===== config.mk =====
export PLATFORM = sky130hd
export DESIGN_NAME = sum_frame_accumulator
export DESIGN_NICKNAME = d
export VERILOG_FILES = /design/src/rtl/sum_frame_accumulator.sv
export SDC_FILE = /design/constraint.sdc
export NUM_CORES = 1
export LEC_CHECK = 0
export ABC_AREA = 1
export ABC_CLOCK_PERIOD_IN_PS = 1870
export BUFFER_PORTS_ARGS = -buffer_cell sky130_fd_sc_hd__buf_2
export CAP_MARGIN = 40
export CORE_MARGIN = 5
export CORE_UTILIZATION = 35
export DETAILED_ROUTE_END_ITERATION = 6
export GPL_TIMING_DRIVEN = 0
export PLACE_DENSITY = 0.54
export SYNTH_ARGS = -nofsm -noshare
export SYNTH_HDL_FRONTEND = slang
export SYNTH_SLANG_ARGS = --single-unit

===== constraint.sdc =====
create_clock -name clk -period 1.87 [get_ports clk]
set_clock_uncertainty 0.1 [all_clocks]
set_input_delay 0.374 -clock clk [delete_from_list [all_inputs] [get_ports clk]]
set_output_delay 0.374 -clock clk [all_outputs]
set_load 0.005 [all_outputs]

===== src/rtl/sum_frame_accumulator.sv =====
// sum_frame_accumulator: gathers FRAME_LEN adder SUM samples into one ACC_W-bit
// frame total. Each total is presented on a held valid/ready output with an
// overflow flag, and a free-running delivered-frame counter is kept alongside.
// Optional feature macro: SUM_FRAME_ACC_SAT_EN makes the accumulator saturate
// at 2^ACC_W-1 on overflow. When it is undefined, the accumulator wraps.
module sum_frame_accumulator #(
  parameter int unsigned FRAME_LEN = 4,
  parameter int unsigned ACC_W     = 8
) (
  input  logic             clk,
  input  logic             rst,
  input  logic             clr,
  input  logic             in_valid,
  output logic             in_ready,
  input  logic [2:0]       sum_in,
  output logic             out_valid,
  input  logic             out_ready,
  output logic [ACC_W-1:0] out_total,
  output logic             out_ovf,
  output logic [7:0]       frame_cnt
);

  localparam int unsigned    CW   = (FRAME_LEN > 1) ? $clog2(FRAME_LEN) : 1;
  localparam logic [CW-1:0]  LAST = CW'(FRAME_LEN - 1);

  typedef enum logic {ACCUM, HOLD} state_t;

  state_t           state, state_nxt;
  logic [ACC_W-1:0] acc;
  logic [CW-1:0]    cnt;
  logic             ovf;
  logic             in_fire, out_fire, last;
  logic [ACC_W:0]   add_full;
  logic             add_carry;
  logic [ACC_W-1:0] acc_nxt;

  // clr suppresses both handshakes in the cycle it is asserted
  assign in_fire  = in_valid  && (state == ACCUM) && !clr;
  assign out_fire = out_ready && (state == HOLD)  && !clr;
  assign last     = (cnt == LAST);

  // State register
  always_ff @(posedge clk or posedge rst) begin
    if (rst) state <= ACCUM;
    else     state <= state_nxt;
  end

  // Next-state and handshake outputs
  always_comb begin
    state_nxt = state;
    in_ready  = 1'b0;
    out_valid = 1'b0;
    case (state)
      ACCUM: begin
        in_ready = 1'b1;
        if (in_fire && last) state_nxt = HOLD;
      end
      HOLD: begin
        out_valid = 1'b1;
        if (out_fire) state_nxt = ACCUM;
      end
      default: state_nxt = ACCUM;
    endcase
    if (clr) state_nxt = ACCUM;
  end

  // Widened add: the carry out of the top bit flags overflow
  always_comb begin
    add_full  = {1'b0, acc} + {{(ACC_W-2){1'b0}}, sum_in};
    add_carry = add_full[ACC_W];
`ifdef SUM_FRAME_ACC_SAT_EN
    acc_nxt   = add_carry ? '1 : add_full[ACC_W-1:0];
`else
    acc_nxt   = add_full[ACC_W-1:0];
`endif
  end

  // Accumulator, sample count, sticky overflow and the held result
  always_ff @(posedge clk or posedge rst) begin
    if (rst) begin
      acc       <= '0;
      cnt       <= '0;
      ovf       <= 1'b0;
      out_total <= '0;
      out_ovf   <= 1'b0;
    end else if (clr) begin
      acc <= '0;
      cnt <= '0;
      ovf <= 1'b0;
    end else if (in_fire) begin
      if (last) begin
        out_total <= acc_nxt;
        out_ovf   <= ovf | add_carry;
        acc       <= '0;
        cnt       <= '0;
        ovf       <= 1'b0;
      end else begin
        acc <= acc_nxt;
        cnt <= cnt + CW'(1);
        ovf <= ovf | add_carry;
      end
    end
  end

  // Delivered-frame counter; survives clr, wraps naturally at 8 bits
  always_ff @(posedge clk or posedge rst) begin
    if (rst)           frame_cnt <= '0;
    else if (out_fire) frame_cnt <= frame_cnt + 8'd1;
  end

endmodule


==> Yosys cells after proc, flatten, opt, wreduce, memory -nomap -nowiden <==
Cells that the tools add are included.
{ "op_classes": {"n_addsub": 3, "n_eq_ne": 1, "muxes": 15, "bitwise_logic": 3, "n_reduce_logical": 8} }
{ "ops": {"columns": ["operator", "n"], "rows": [
  ["$mux 8", 3],
  ["$add 8x3->9", 1],
  ["$add 8x1->8 const B", 1],
  ["$mux 1", 8],
  ["$mux 2", 3],
  ["$logic_and 1x1->1", 5],
  ["$reduce_and 3->1", 1],
  ["$add 2x1->2 const B", 1],
  ["$eq 2x2->1 const B", 1],
  ["$not 1->1", 2],
  ["$pmux 1 s2", 1],
  ["$reduce_bool 2->1", 1],
  ["$logic_not 1->1", 1],
  ["$or 1x1->1", 1]
]} }
{ "totals": {"register_bits": 29, "input_bits": 8, "out_inout_bits": 19} }

==> Depth between registers and ports, before layout <==
{ "depth": {"word_depth": 7, "depth_mapped": 8, "mapped_depth_nobuf": 8} }

==> Worst setup path after synthesis <==
OpenSTA, ideal clock, no wires.
{ "synth_path": {"path_kind": "input-to-reg", "from": "input port sum_in[0]", "to": "register out_ovf", "setup_ps": 116, "arrival_ps": 1392, "t_required_ps": 1654, "setup_slack_ps": 262, "path_stages": 8, "path_buffers": 0, "path_cell_list": "ha_1 fa_1 nand2_1 nand2_1 nand3_1 o21ai_0 nand2_1 nand2_1"} }
{ "synth_between": {"elab_chain_len": 2} }
{ "synth_rtl": {"columns": ["element", "line_no", "source"], "rows": [
  ["start: declaration", "15", "input logic [2:0] sum_in,"],
  ["$add 8x3->9", "69", "add_full = {1'b0, acc} + {{(ACC_W-2){1'b0}}, sum_in};"],
  ["$or 1x1->1", "93", "out_ovf <= ovf | add_carry;"],
  ["end signal: assignment", "93", null],
  ["end: declaration", "19", "output logic out_ovf,"]
]} }
No other way between the ends.
A chain may end at the register's enable or synchronous reset.

==> Worst setup path after layout <==
{ "layout_path": {"from": "register acc[0]", "to": "register acc[6]"} }
{ "layout_between": {"elab_chain_len": 4} }
{ "layout_rtl": {"columns": ["element", "line_no", "source"], "rows": [
  ["start: declaration", "29", "logic [ACC_W-1:0] acc;"],
  ["start signal: assignment", "98", "acc <= acc_nxt;"],
  ["$add 8x3->9", "69", null],
  ["$mux 8", "91", "if (last) begin"],
  ["$mux 8", "90", "end else if (in_fire) begin"],
  ["$mux 8", "86", "end else if (clr) begin"]
]} }
No other way between the ends. The select of a mux whose other input is x is not followed.

==> summary.md <==
| Metric | Value |
|---|---|
| Mapped Cells | 167 |
| LEAKAGE | 0.982 nW |
| Post-CTS setup buffers | 0 |
| VDD IR max | 0.349 mV |
| EDFF count, synth | 0 |
| Antenna fix cells | 0 |
| Detail Route Antenna Nets | 0 |
| Row count | 23 |
| Crit-path cells | ha_1, fa_1, nand2_1, nand2_1, nand3_1, nand2_1, nand3_1, o21ai_0 |
| Commonest register cell after synthesis | dfrtp_1 |
| Worst slew pin tran | 0.471 ns |
| Die Ht | between 70 and 80 µm |
| Initial antenna violation count | 0 |
| Die footprint | 5530 µm² |
| Post-CTS Hold Fix Bufs | 0 |
| CTS Buffer Depth | 2 |
| Synth Register Bits | 29 |
| Die X | 74.3 µm |
| Total I/O pin count | 27 |
| Final setup violation count | 0 |
| Clk sinks | 29 |
| Largest net degree at the start of global routing | 21 |
| Fin crit share | 0.920 |
| Post-Route Setup TNS | 0 ns |
| Final hold vios | 0 |
| Place WS | 0.0190 ns |
| Final WS setup | 0.150 ns |
| Max Freq | around 580 MHz |
| Syn nets | 181 |
| Largest family of logic cells by synthesized area | simple AND/OR/NAND/NOR gates |
| Worst Path Required | around 1.9 ns |
| DR pass1 iterations | 4 |
| Mux share of post-synthesis cell area | 0 |
| DR WL/cell | 11.6 µm |
| Commonest non-fill, non-tap cell in the layout | nand2_1 |
| Unrepaired setup endpoints after global routing | false |
| Layout cells sized above 1 | 0.243 |
| Hold crit path type | in2async |
| Slew Viols, Final | 0 |
| Compound-cell area share of the yosys netlist | 0.0579 |
| H-tree depth | 2 |
| Crit-path max FO | 4 |
| Setup Crit Path Kind | reg2reg |
| Adder-Cell Fraction of Synth Area | 0.0570 |
| Final core utilization | 0.438 |
| Drt drc | 0 |
| Core area | 4000 µm² |
| Ys Warns | 0 |
| TritonCTS clock tree | built |
| GPL Wtd Cong | 0.803 |
| WHS | 0.00692 ns |
| Post-synthesis sequential area ratio | 0.501 |
| Detailed-route via count | 1,173 |
| CTS buffer count | 5 |
| P&R area growth vs syn | 20.9% |
| Iter 0 DRT Violations | 63 |
| Post-synthesis simple-gate area fraction | 0.287 |
| Grt total ovfl | 0 |
| Clock Latency Late Sink | 0.27 ns |
| Tot Pwr | 1.37 mW |
| Most frequent cells in the layout | nand2_1, dfrtp_1, buf_2, nand3_1, inv_1 |
| Root buf cell | clkbuf_8 |
| Pwr dens | 780 nW/µm² |
| Critical Path Most Common Cell | nand2_1 |
| Resize count post-CTS | 0 |
| Clk slew on worst S/H paths | 0.06 ns |
| Critical path launch point type | flip-flop |
| Post-DP HPWL | 2.27 mm |
| CP max-delay cell | fa_1 |
| Crit end category | flip-flop |
| Yosys cell types | 22 |
| Number of port buffers | 26 |
| First-pass GRT wire length | 5.44 mm |
| Crit-path max cell delay | slightly above 0.4 ns |
| Slew HR | 0.685 |
| Via/cell ratio | 4.65 |
| GRT Total Usage | 0.127 |
| Minimum clock period | 1.72 ns |
| Status | complete, no violations |
| Worst endpoint data arrival time | 1.77 ns |
| Ys async rst share | 1.00 |
| Netlist Area Pre-Place | about 1400 µm² |
| Nets | 215 |
| Final wirelength | 2.93 mm |
| Vias in the first global route | ~1,200 |
| Initial core utilization | 0.362 |
| Maxcap violations | 0 |
| Synth Area in XOR/XNOR | 0.0302 |
| Syn Area/Cell | 8.68 µm² |
[path summary, 6_finish.rpt]
| path | start | end | slack (ns) | cells past startpoint |
|---|---|---|---|---|
| setup / recovery | acc[0] | acc[6] | 0.15 | 8 |
| hold / removal | rst | frame_cnt[3] | 0.007 | 2 |
| setup reg to reg | acc[0] | acc[6] | 0.15 | 8 |
| hold reg to reg | out_total[3] | out_total[3] | 0.37 | 2 |
| max in group asynchronous | rst | cnt[0] | 1.21 | 3 |
| min in group clk | clr | state | 0.17 | 2 |
[stage by stage]
stage / instances / area, µm²
global placement: 243 / 1640
detailed placement: 244 / 1670
finish: 252 / 1750
global route: 252 / 1750
CTS: 252 / 1750
floorplan: 167 / 1450
[per-layer routing]
metal  up-vias  GRT usage  share of wire
met2        27      0.205           0.45
li1        595          -              -
met3         2     0.0378          0.060
met4         0     0.0356         0.0068
met5         -          0              0
met1       549      0.167           0.48
[critical path: cells and delay by family (launching register included)]
| family | cells | cell delay [ns] |
|---|---|---|
| and+or+nand+nor | 5 | 0.43 |
| DFF | 1 | 0.38 |
| AOI/OAI and AO/OA | 1 | 0.08 |
| adders and majority gates | 2 | 0.62 |
[sequential cells by signal, indices dropped and copies added, names as in the netlist]
signal and count:
acc 8, frame_cnt 8, out_total 8, cnt 2, out_ovf 1, ovf 1, state 1
[power breakdown]
| part | switching [mW] | internal (mW) |
|---|---|---|
| sequential | 0.0274 | 0.670 |
| clock | 0.227 | 0.257 |
| combinational | 0.106 | 0.0787 |
[cell usage after synthesis (2+ instances only)]
cell type  instances  area, µm²
o21ai_2            3       26.3
dfrtp_1           29        726
o21ai_0           10       50.1
nor2_1             6       22.5
nand2_1           55        206
nand4_1            2       12.5
ha_1               5       62.6
xor2_1             2       17.5
xnor2_1            3       26.3
inv_1             18       67.6
inv_2              5       18.8
nand3_1           19       95.1
[kinds of logic after synthesis]
logic type | after synthesis
AND/OR/NAND/NOR | 89
flip-flops | 29
buffers and inverters | 24
AO/OA/AOI/OAI | 14
adder cells (fa/ha/maj) | 6
XOR/XNOR | 5
[area by class of cell]
cell class	count	area, µm²
clock inverter	2	10.0
timing repair buffer	27	158
sequential	29	726
inverter	23	86.3
clock buffer	6	72.6
tap	50	62.6
multi-input combinational	114	626
buffer	1	11.3
fill	425	2250
(Power assumes the default switching activity.)
